File: config.mk
export PLATFORM = sky130hd
export DESIGN_NAME = instruction_fetch_unit
export DESIGN_NICKNAME = d
export VERILOG_FILES = /design/src/rtl/riscv_pkg.sv /design/src/rtl/fetch_fifo.sv /design/src/rtl/instruction_fetch_unit.sv
export SDC_FILE = /design/constraint.sdc
export NUM_CORES = 1
export LEC_CHECK = 0
export CAP_MARGIN = 10
export CORE_UTILIZATION = 40
export CTS_BUF_LIST = sky130_fd_sc_hd__clkbuf_16
export CTS_CLUSTER_DIAMETER = 60
export DETAILED_ROUTE_END_ITERATION = 12
export GPL_TIMING_DRIVEN = 0
export PLACE_DENSITY = 0.72
export SLEW_MARGIN = 25
export SYNTH_ARGS = -nofsm -noshare
export SYNTH_HDL_FRONTEND = slang
export SYNTH_HIERARCHICAL = 1
export SYNTH_SLANG_ARGS = --single-unit
export TNS_END_PERCENT = 20
File: constraint.sdc
create_clock -name clk_i -period 8.4 [get_ports clk_i]
set_input_delay 1.68 -clock clk_i [delete_from_list [all_inputs] [get_ports clk_i]]
set_output_delay 1.68 -clock clk_i [all_outputs]
set_load 0.05 [all_outputs]
File: src/rtl/riscv_pkg.sv
// Shared fetch-side constants and the fetch FSM state type.
package riscv_pkg;

  localparam int unsigned XLEN     = 32;
  localparam int unsigned ILEN     = 32;
  localparam logic [31:0] RESET_PC = 32'h0000_0000;
  localparam int unsigned PC_INCR  = 4;
  localparam logic [31:0] NOP      = 32'h0000_0013;

  typedef enum logic [1:0] {
    S_BOOT  = 2'd0,
    S_FETCH = 2'd1,
    S_HALT  = 2'd2
  } fetch_state_e;

endpackage

File: src/rtl/fetch_fifo.sv
// Small power-of-two FIFO holding {pc, instr} fetch entries; flush empties it in one cycle.
module fetch_fifo
  import riscv_pkg::*;
#(
  parameter int unsigned DEPTH  = 2,
  parameter int unsigned DATA_W = 2 * XLEN
) (
  input  logic                     clk_i,
  input  logic                     rst_i,
  input  logic                     push_i,
  input  logic                     pop_i,
  input  logic                     flush_i,
  input  logic [DATA_W-1:0]        data_i,
  output logic [DATA_W-1:0]        data_o,
  output logic [$clog2(DEPTH):0]   count_o,
  output logic                     empty_o
);

  localparam int unsigned AW = $clog2(DEPTH);
  localparam int unsigned CW = AW + 1;

  logic [DATA_W-1:0] mem_q [DEPTH];
  logic [DATA_W-1:0] mem_d [DEPTH];
  logic [AW-1:0]     wr_ptr_q, wr_ptr_d;
  logic [AW-1:0]     rd_ptr_q, rd_ptr_d;
  logic [CW-1:0]     count_q, count_d;
  logic              push_ok, pop_ok;

  assign pop_ok  = pop_i & (count_q != '0);
  assign push_ok = push_i & ((count_q < CW'(DEPTH)) | pop_ok);

  always_comb begin
    mem_d    = mem_q;
    wr_ptr_d = wr_ptr_q;
    rd_ptr_d = rd_ptr_q;
    count_d  = count_q;
    if (flush_i) begin
      wr_ptr_d = '0;
      rd_ptr_d = '0;
      count_d  = '0;
    end else begin
      if (push_ok) begin
        mem_d[wr_ptr_q] = data_i;
        wr_ptr_d        = wr_ptr_q + AW'(1);
      end
      if (pop_ok) begin
        rd_ptr_d = rd_ptr_q + AW'(1);
      end
      count_d = count_q + CW'(push_ok) - CW'(pop_ok);
    end
  end

  always_ff @(posedge clk_i or posedge rst_i) begin
    if (rst_i) begin
      for (int i = 0; i < int'(DEPTH); i++) mem_q[i] <= '0;
      wr_ptr_q <= '0;
      rd_ptr_q <= '0;
      count_q  <= '0;
    end else begin
      mem_q    <= mem_d;
      wr_ptr_q <= wr_ptr_d;
      rd_ptr_q <= rd_ptr_d;
      count_q  <= count_d;
    end
  end

  assign data_o  = mem_q[rd_ptr_q];
  assign count_o = count_q;
  assign empty_o = (count_q == '0);

endmodule

File: src/rtl/instruction_fetch_unit.sv
// Instruction fetch: PC register, boot/fetch/halt FSM, redirect/flush, decode-side fetch buffer.
// Optional build macro IFU_MISALIGN_TRAP_EN adds a sticky misaligned-redirect trap.
module instruction_fetch_unit #(
  parameter int unsigned      XLEN       = riscv_pkg::XLEN,
  parameter logic [XLEN-1:0]  RESET_PC   = XLEN'(riscv_pkg::RESET_PC),
  parameter int unsigned      FIFO_DEPTH = 2
) (
  input  logic            clk_i,
  input  logic            rst_i,
  output logic [XLEN-1:0] imem_addr_o,
  input  logic [XLEN-1:0] imem_instr_i,
  output logic [XLEN-1:0] instr_o,
  output logic [XLEN-1:0] pc_o,
  output logic            valid_o,
  input  logic            ready_i,
  input  logic            redirect_i,
  input  logic [XLEN-1:0] redirect_pc_i,
  input  logic            halt_i,
  output logic            busy_o
`ifdef IFU_MISALIGN_TRAP_EN
  ,
  output logic            misalign_o,
  output logic [XLEN-1:0] fault_addr_o
`endif
);

  import riscv_pkg::fetch_state_e;
  import riscv_pkg::S_BOOT;
  import riscv_pkg::S_FETCH;
  import riscv_pkg::S_HALT;
  import riscv_pkg::PC_INCR;

  localparam int unsigned CW = $clog2(FIFO_DEPTH) + 1;

  fetch_state_e      state_q, state_d;
  logic [XLEN-1:0]   pc_q, pc_d;
  logic              busy_q, busy_d;
  logic              push, pop, flush;
  logic              redir_active, redir_ok;
  logic [CW-1:0]     fifo_count;
  logic              fifo_empty;
  logic [2*XLEN-1:0] fifo_rdata;

`ifdef IFU_MISALIGN_TRAP_EN
  logic              misalign_q, misalign_d;
  logic [XLEN-1:0]   fault_addr_q, fault_addr_d;
`endif

  // Redirect is ignored during the boot cycle; a misaligned target is rejected when trapping.
  assign redir_active = redirect_i & (state_q != S_BOOT);
`ifdef IFU_MISALIGN_TRAP_EN
  assign redir_ok = redir_active & (redirect_pc_i[1:0] == 2'b00);
`else
  assign redir_ok = redir_active;
`endif

  always_ff @(posedge clk_i or posedge rst_i) begin
    if (rst_i) begin
      state_q      <= S_BOOT;
      pc_q         <= RESET_PC;
      busy_q       <= 1'b0;
`ifdef IFU_MISALIGN_TRAP_EN
      misalign_q   <= 1'b0;
      fault_addr_q <= '0;
`endif
    end else begin
      state_q      <= state_d;
      pc_q         <= pc_d;
      busy_q       <= busy_d;
`ifdef IFU_MISALIGN_TRAP_EN
      misalign_q   <= misalign_d;
      fault_addr_q <= fault_addr_d;
`endif
    end
  end

  always_comb begin
    state_d = state_q;
    case (state_q)
      S_BOOT:  state_d = S_FETCH;
      S_FETCH: begin
        if (redir_ok)          state_d = S_FETCH;
        else if (redir_active) state_d = S_HALT;
        else if (halt_i)       state_d = S_HALT;
      end
      S_HALT:  if (redir_ok) state_d = S_FETCH;
      default: state_d = S_BOOT;
    endcase
  end

  always_comb begin
    flush  = redir_active;
    pop    = ~fifo_empty & ready_i & ~redir_active;
    push   = (state_q == S_FETCH) & ~halt_i & ~redirect_i &
             ((fifo_count < CW'(FIFO_DEPTH)) | pop);
    pc_d   = pc_q;
    if (redir_ok)  pc_d = redirect_pc_i & ~XLEN'(3);
    else if (push) pc_d = pc_q + XLEN'(PC_INCR);
    busy_d = (state_d == S_FETCH);
`ifdef IFU_MISALIGN_TRAP_EN
    misalign_d   = misalign_q;
    fault_addr_d = fault_addr_q;
    if (redir_active & ~redir_ok) begin
      misalign_d   = 1'b1;
      fault_addr_d = redirect_pc_i;
    end
`endif
  end

  fetch_fifo #(
    .DEPTH  (FIFO_DEPTH),
    .DATA_W (2 * XLEN)
  ) u_fifo (
    .clk_i   (clk_i),
    .rst_i   (rst_i),
    .push_i  (push),
    .pop_i   (pop),
    .flush_i (flush),
    .data_i  ({pc_q, imem_instr_i}),
    .data_o  (fifo_rdata),
    .count_o (fifo_count),
    .empty_o (fifo_empty)
  );

  assign imem_addr_o = pc_q;
  assign valid_o     = ~fifo_empty;
  assign pc_o        = fifo_rdata[2*XLEN-1:XLEN];
  assign instr_o     = fifo_rdata[XLEN-1:0];
  assign busy_o      = busy_q;
`ifdef IFU_MISALIGN_TRAP_EN
  assign misalign_o   = misalign_q;
  assign fault_addr_o = fault_addr_q;
`endif

endmodule

* After elaboration in Yosys (flattened, before gate mapping)
Index checks and enable logic that the tools add are counted.
** Storage, ports and cells
- Word-level logic and storage cells :: 62
- Output and inout port bits :: 98
- Bits of input ports :: 69
- Flip-flop bits (word level) :: 167
** Cells by class
- Reduce and logical (&&, ||, !) cells :: 9
- Order comparisons :: 4
- Bitwise operators :: 16
- Muxes and demuxes :: 17
- $add $sub $neg :: 5
- Eq/ne operators :: 3
** Operators by type and width (number)
- $mux 64 :: 4
- $bwmux 128 :: 1
- $demux 64 s1 :: 1
- $mux 32 :: 2
- $add 32x3->32 const B :: 1
- $reduce_bool 2->1 :: 5
- $and 1x1->1 :: 8
- $mux 2 :: 4
- $pmux 2 s3 :: 1
- $eq 2x1->1 const B :: 2
- $ge 2x2->1 const B :: 2
- $logic_not 2->1 :: 2
- $mux 1 :: 4
- $not 1->1 :: 4
- $not 1->2 :: 2
- $add 1x1->1 const B :: 2
- $add 2x1->2 :: 1
- $eq 2x2->1 const B :: 1
- $lt 2x1->1 const B :: 1
- $lt 2x2->1 const B :: 1
- $or 1x1->1 :: 2
- $reduce_and 2->1 :: 1
- $sub 2x1->2 :: 1
- $logic_and 1x1->1 :: 1

* Longest topological paths before layout
Gate-level depths: netlist of run 1.
- Word-level depth :: 10
- Mapped depth :: 12
- Gate-level depth less buffers :: 10

* Modules after synthesis
The synthesis of run 1 kept the hierarchy.
** Modules (own cells, without submodules)
- fetch_fifo :: seq. area each 3303.2 um2, area an instance 5901.9 um2, cells each 365, times used 1
- instruction_fetch_unit :: seq. area each 825.8 um2, area an instance 2019.4 um2, cells each 229, times used 1

* Worst setup path before layout of run 1
No wires, ideal clock.
- Path type :: input -> register
- Start point :: in halt_i
- End point :: reg u_fifo/mem_q[103] (netlist name)
- Library setup time :: 0.125 ns
- Data arrival time :: 3.821 ns
- Setup slack :: 4.454 ns
- Cell stages on the path :: 7
- Data required time :: 8.275 ns
- Path buffers :: 2
- Cells stage by stage :: or4b_4 > a21oi_4 > buf_6 > inv_1 > nor4_4 > buf_6 > mux2_4
** On the way
- Cells in the longest elaborated chain, start to end :: 6
** RTL lines
- start, declared :: RTL line instruction_fetch_unit.sv:18 : input logic halt_i,
- $not 1->1 :: RTL line instruction_fetch_unit.sv:94 : push = (state_q == S_FETCH) & ~halt_i & ~redirect_i &
- $and 1x1->1 (3 in series) :: RTL line instruction_fetch_unit.sv:94
- net push :: RTL line instruction_fetch_unit.sv:38 : logic push, pop, flush;
- $and 1x1->1 :: RTL line fetch_fifo.sv:30 : assign push_ok = push_i & ((count_q < CW'(DEPTH)) | pop_ok);
- $reduce_and 2->1 (no line)
- end signal, assigned :: RTL line fetch_fifo.sv:60 : mem_q <= mem_d;
- end, declared :: RTL line fetch_fifo.sv:22 : logic [DATA_W-1:0] mem_q [DEPTH];
The timed path passes the listed nets, and every way through them passes these cells.
A chain may end at the register's enable or synchronous reset.

* Worst setup path in the final report of run 1
- Start point :: in redirect_i
- End point :: reg u_fifo/mem_q[94] (netlist name)
** On the way
- Cells in the longest elaborated chain, start to end :: 7
- Elaborated cells on any way between the ends :: 11
- Those cells by class :: bitwise: 10; reduce/logical: 1
** RTL lines
- start, declared :: RTL line instruction_fetch_unit.sv:16 : input logic redirect_i,
- $and 1x1->1 * :: RTL line instruction_fetch_unit.sv:50 : assign redir_active = redirect_i & (state_q != S_BOOT);
- net flush :: RTL line instruction_fetch_unit.sv:38
- $not 1->1 (no line) *
- $and 1x1->1 * :: RTL line instruction_fetch_unit.sv:93 : pop = ~fifo_empty & ready_i & ~redir_active;
- net pop :: RTL line instruction_fetch_unit.sv:38
- $or 1x1->1 / $and 1x1->1 (equally long branches) :: RTL line instruction_fetch_unit.sv:95, fetch_fifo.sv:29
- $and 1x1->1 / $or 1x1->1 (equally long branches) :: RTL line instruction_fetch_unit.sv:94, fetch_fifo.sv:30
- $and 1x1->1 * :: RTL line fetch_fifo.sv:30
- $reduce_and 2->1 (no line) *
Mark *: on every way through the listed nets, which the timed path passes. The rest lies on a longest branch.

==> impl_metrics.ini, run 1 <==
[run_status]
status = finished clean

[yosys]
syn_area_um2 = 7920
yosys_warnings = 6
avgSynthCellArea_um2 = 13.3
ys_seq_elements = 165
syn-instance-count = 594
synth_edf_count = 0
async_reset_ff_share_pct = 100
synth-main-ff-cell = dfrtp_1
synth.distinct_cells = 56
ys_seq_area_share_pct = 52.1

[power_and_ir_drop]
leakage_nw = 4.53
power_frac_comb_pct = 48.8
ir_drop_mv = 0.204
seqPwrFrac_pct = 32.3
clkPwrFrac_pct = 18.9
p_total_mw = 4.14
p_sw_mw = 1.71
power_density_nw_per_um2 = 393
p_sw_share_pct = 41.3
power.internal_mw = 2.43

[critical_path]
critPathSlowestCell = nor4_4
endpoint_kind = flop
crit_arrival_ns = 5.08
start_kind = input pin
critical_path_class = in2reg
cp_cell_sequence = clkdlybuf4s50_1 > clkbuf_1 > o21ai_2 > clkinv_1 > buf_6 > nor2_1 > nor2b_1 > nor4_4 > buf_6 > mux2_2
required_ns = 8.70
path_max_fanout = 15
max_stage_delay_ns = 0.78
crit_path_frequent_cell = buf_6

[floorplan]
dieWidth_um = 143
pin_count = 167
die-height_um = 143
start_util_pct = 40.7
die_area_um2 = 20400
rows = 51
core-area_um2 = 19500

[drt]
viasPerCell = 5.13
ant_nets = 0
wl_um = 19500
first_iter_violations = 214
vias = 5433
dr.pass1.iters = 5
wl_per_cell_um = 18.4
drc = 0

[cts]
cts-buffers-inserted = 17
post-cts-setup-buffers = 0
clk_latency_ns = 0.42
cts_root_buffer = clkbuf_16
cts.sinks = 165
cts_resized = 0
ctsHoldBuffers = 0
cts_buffer_depth = 2
cts-htree-levels = 4
path_clk_slew_ns = 0.06
cts_tree = built

[finish]
stdcell_area_um2 = 10500
final_common_cell = dfrtp_1
area_growth_pct = 32.9
drive_gt1_share_pct = 33.2
final_cell_mix = dfrtp_1, clkdlybuf4s50_1, mux2_2
nets = 853
final_core_util_pct = 54.1

[timing]
hold_viol = 0
slew_viol_final = 0
final.period_utilization_pct = 56.9
finalClockSkew_ns = 0.00944
clock.fmax_mhz = 209
fin_ws_ns = 3.62
setup_tns_ns = 0
rsz0062_at_grt = false
tightest_slew_ns = 1.02
relSlewSlack_pct = 31.2
finalSetupViolations = 0
period_minus_slack_ns = 4.78

[placement]
port_buffers = 162
place.gp.congestion = 0.777
placed_cell_area_um2 = 9930
dp_slack_ns = 3.20
dp_hpwl_um = 13800

[global_route]
grt_pass1_vias = 5458
grt_usage_pct = 19.9
grt_start_max_net_pins = 81
grt_antenna_before_repair = 1
gr-total-overflow = 0
grt_pass1_wl_um = 30500

[hold_path]
hold_class = reg2reg

[run]
cap_viol_max_count = 0
==> critical path: cells and delay by family <==
kind | cells | cell delay, ns
buf+inv | 5 | 1.68
simple gates | 3 | 1.07
mux | 1 | 0.35
compound gates | 1 | 0.29
==> cells in the mapped netlist, types with 2 or more instances <==
cell	number	area share, %
buf_4	2	0.19
o21ai_1	5	0.32
or4_1	3	0.28
nor2b_1	2	0.16
ha_1	3	0.47
mux2_4	40	7.6
or3_1	2	0.16
mux2_2	150	21
nor4_1	2	0.16
mux2_1	2	0.28
clkbuf_1	7	0.33
nand4b_1	2	0.22
nand3_1	17	1.1
o211ai_1	9	0.85
and3_1	5	0.39
buf_6	9	1.3
dfrtp_1	165	52
o21ai_0	11	0.69
xor2_1	12	1.3
nand2b_1	2	0.16
nand4_1	16	1.3
a211o_1	2	0.22
and4_1	2	0.22
nor2_1	19	0.90
buf_2	12	0.76
xnor2_1	5	0.55
nand2b_4	2	0.35
nor3_1	3	0.19
a2bb2oi_1	2	0.22
nand2_1	39	1.8
inv_1	11	0.52
a21oi_1	7	0.44
==> flip-flops by register name, summed over array words and instances, names as in the netlist <==
register	count
imem_addr_o	30
u_fifo/mem_q	128
u_fifo/rd_ptr_q	1
state_q	2
busy_o	1
u_fifo/count_o	2
u_fifo/wr_ptr_q	1
==> metrics by stage <==
| step | std cells | hold slack (ns) |
|---|---|---|
| CTS | 1059 | 0.495 |
| finish | 1060 | 0.492 |
| floorplan | 599 | 0.454 |
| detailed placement | 1027 | 0.475 |
| global placement | 1026 | 0.467 |
| global route | 1060 | 0.511 |
==> final cells by class <==
class                      instances  area, µm²
fill                            1652       8930
sequential                       165       4130
multi-input combinational        391       3560
timing repair buffer             163       1650
clock buffer                      17        425
tap                              265        332
buffer                            30        203
clock inverter                    15        173
inverter                          13       56.3
antenna                            1       2.50
==> routing by layer <==
metal | routed length, µm | vias up | share of wire [%] | track usage, %
met4 | 441 | 0 | 2.3 | 6.96
met3 | 1150 | 25 | 5.9 | 4.69
met2 | 9160 | 163 | 47 | 31.4
met5 | 0 | - | 0 | 0
li1 | - | 2533 | - | -
met1 | 8780 | 2712 | 45 | 26.6
==> cells by family after synthesis <==
logic type      Yosys count  share of synthesized area [%]
mux                     193                           29.3
flops                   165                           52.1
simple gates            125                           8.64
compound gates           47                           4.34
buf+inv                  43                           3.17
xor+xnor                 17                           1.88
fa+ha+maj                 3                          0.474
other cells               1                         0.0473
==> path summary, 6_finish.rpt <==
| path | from | end | slack [ns] | cells past startpoint |
|---|---|---|---|---|
| worst max-delay path | redirect_i | u_fifo/mem_q[94] | 3.62 | 10 |
| worst min-delay path | u_fifo/mem_q[78] | u_fifo/mem_q[78] | 0.49 | 1 |
| worst max register to register | state_q[1] | u_fifo/mem_q[94] | 4.96 | 9 |
| worst min register to register | u_fifo/mem_q[78] | u_fifo/mem_q[78] | 0.49 | 1 |
| max in group asynchronous | rst_i | u_fifo/mem_q[42] | 5.96 | 3 |
| min in group asynchronous | rst_i | u_fifo/count_o[0] | 1.71 | 2 |
==> power groups by stage <==
stage	Combinational, mW	Sequential, mW	Clock [mW]
after floorplan	1.35	1.40	0
after detailed placement	2.03	1.35	0
after CTS	2.04	1.34	0.803
after global routing	2.12	1.38	0.834
final	2.02	1.34	0.782
after global placement	2.01	1.34	0
Note: power is estimated with default switching activity, not from simulation.
==> run 2, diff against run 1 <==
==> constraint.sdc (replaced) <==
create_clock -name clk_i -period 4.9 [get_ports clk_i]
set_input_delay 0.98 -clock clk_i [delete_from_list [all_inputs] [get_ports clk_i]]
set_output_delay 0.98 -clock clk_i [all_outputs]
set_load 0.05 [all_outputs]
==> results of run 2 <==
The final DEF is identical to that of run 1. Status: finished clean.
Main changes from that run: setup slack after placement 3.20 ns -> 0.395 ns; setup slack after layout 3.62 ns -> 0.818 ns; register-to-register setup slack 4.96 ns -> 1.46 ns; total power 4.14 mW -> 7.10 mW; worst IR drop on VDD 0.204 mV -> 0.349 mV
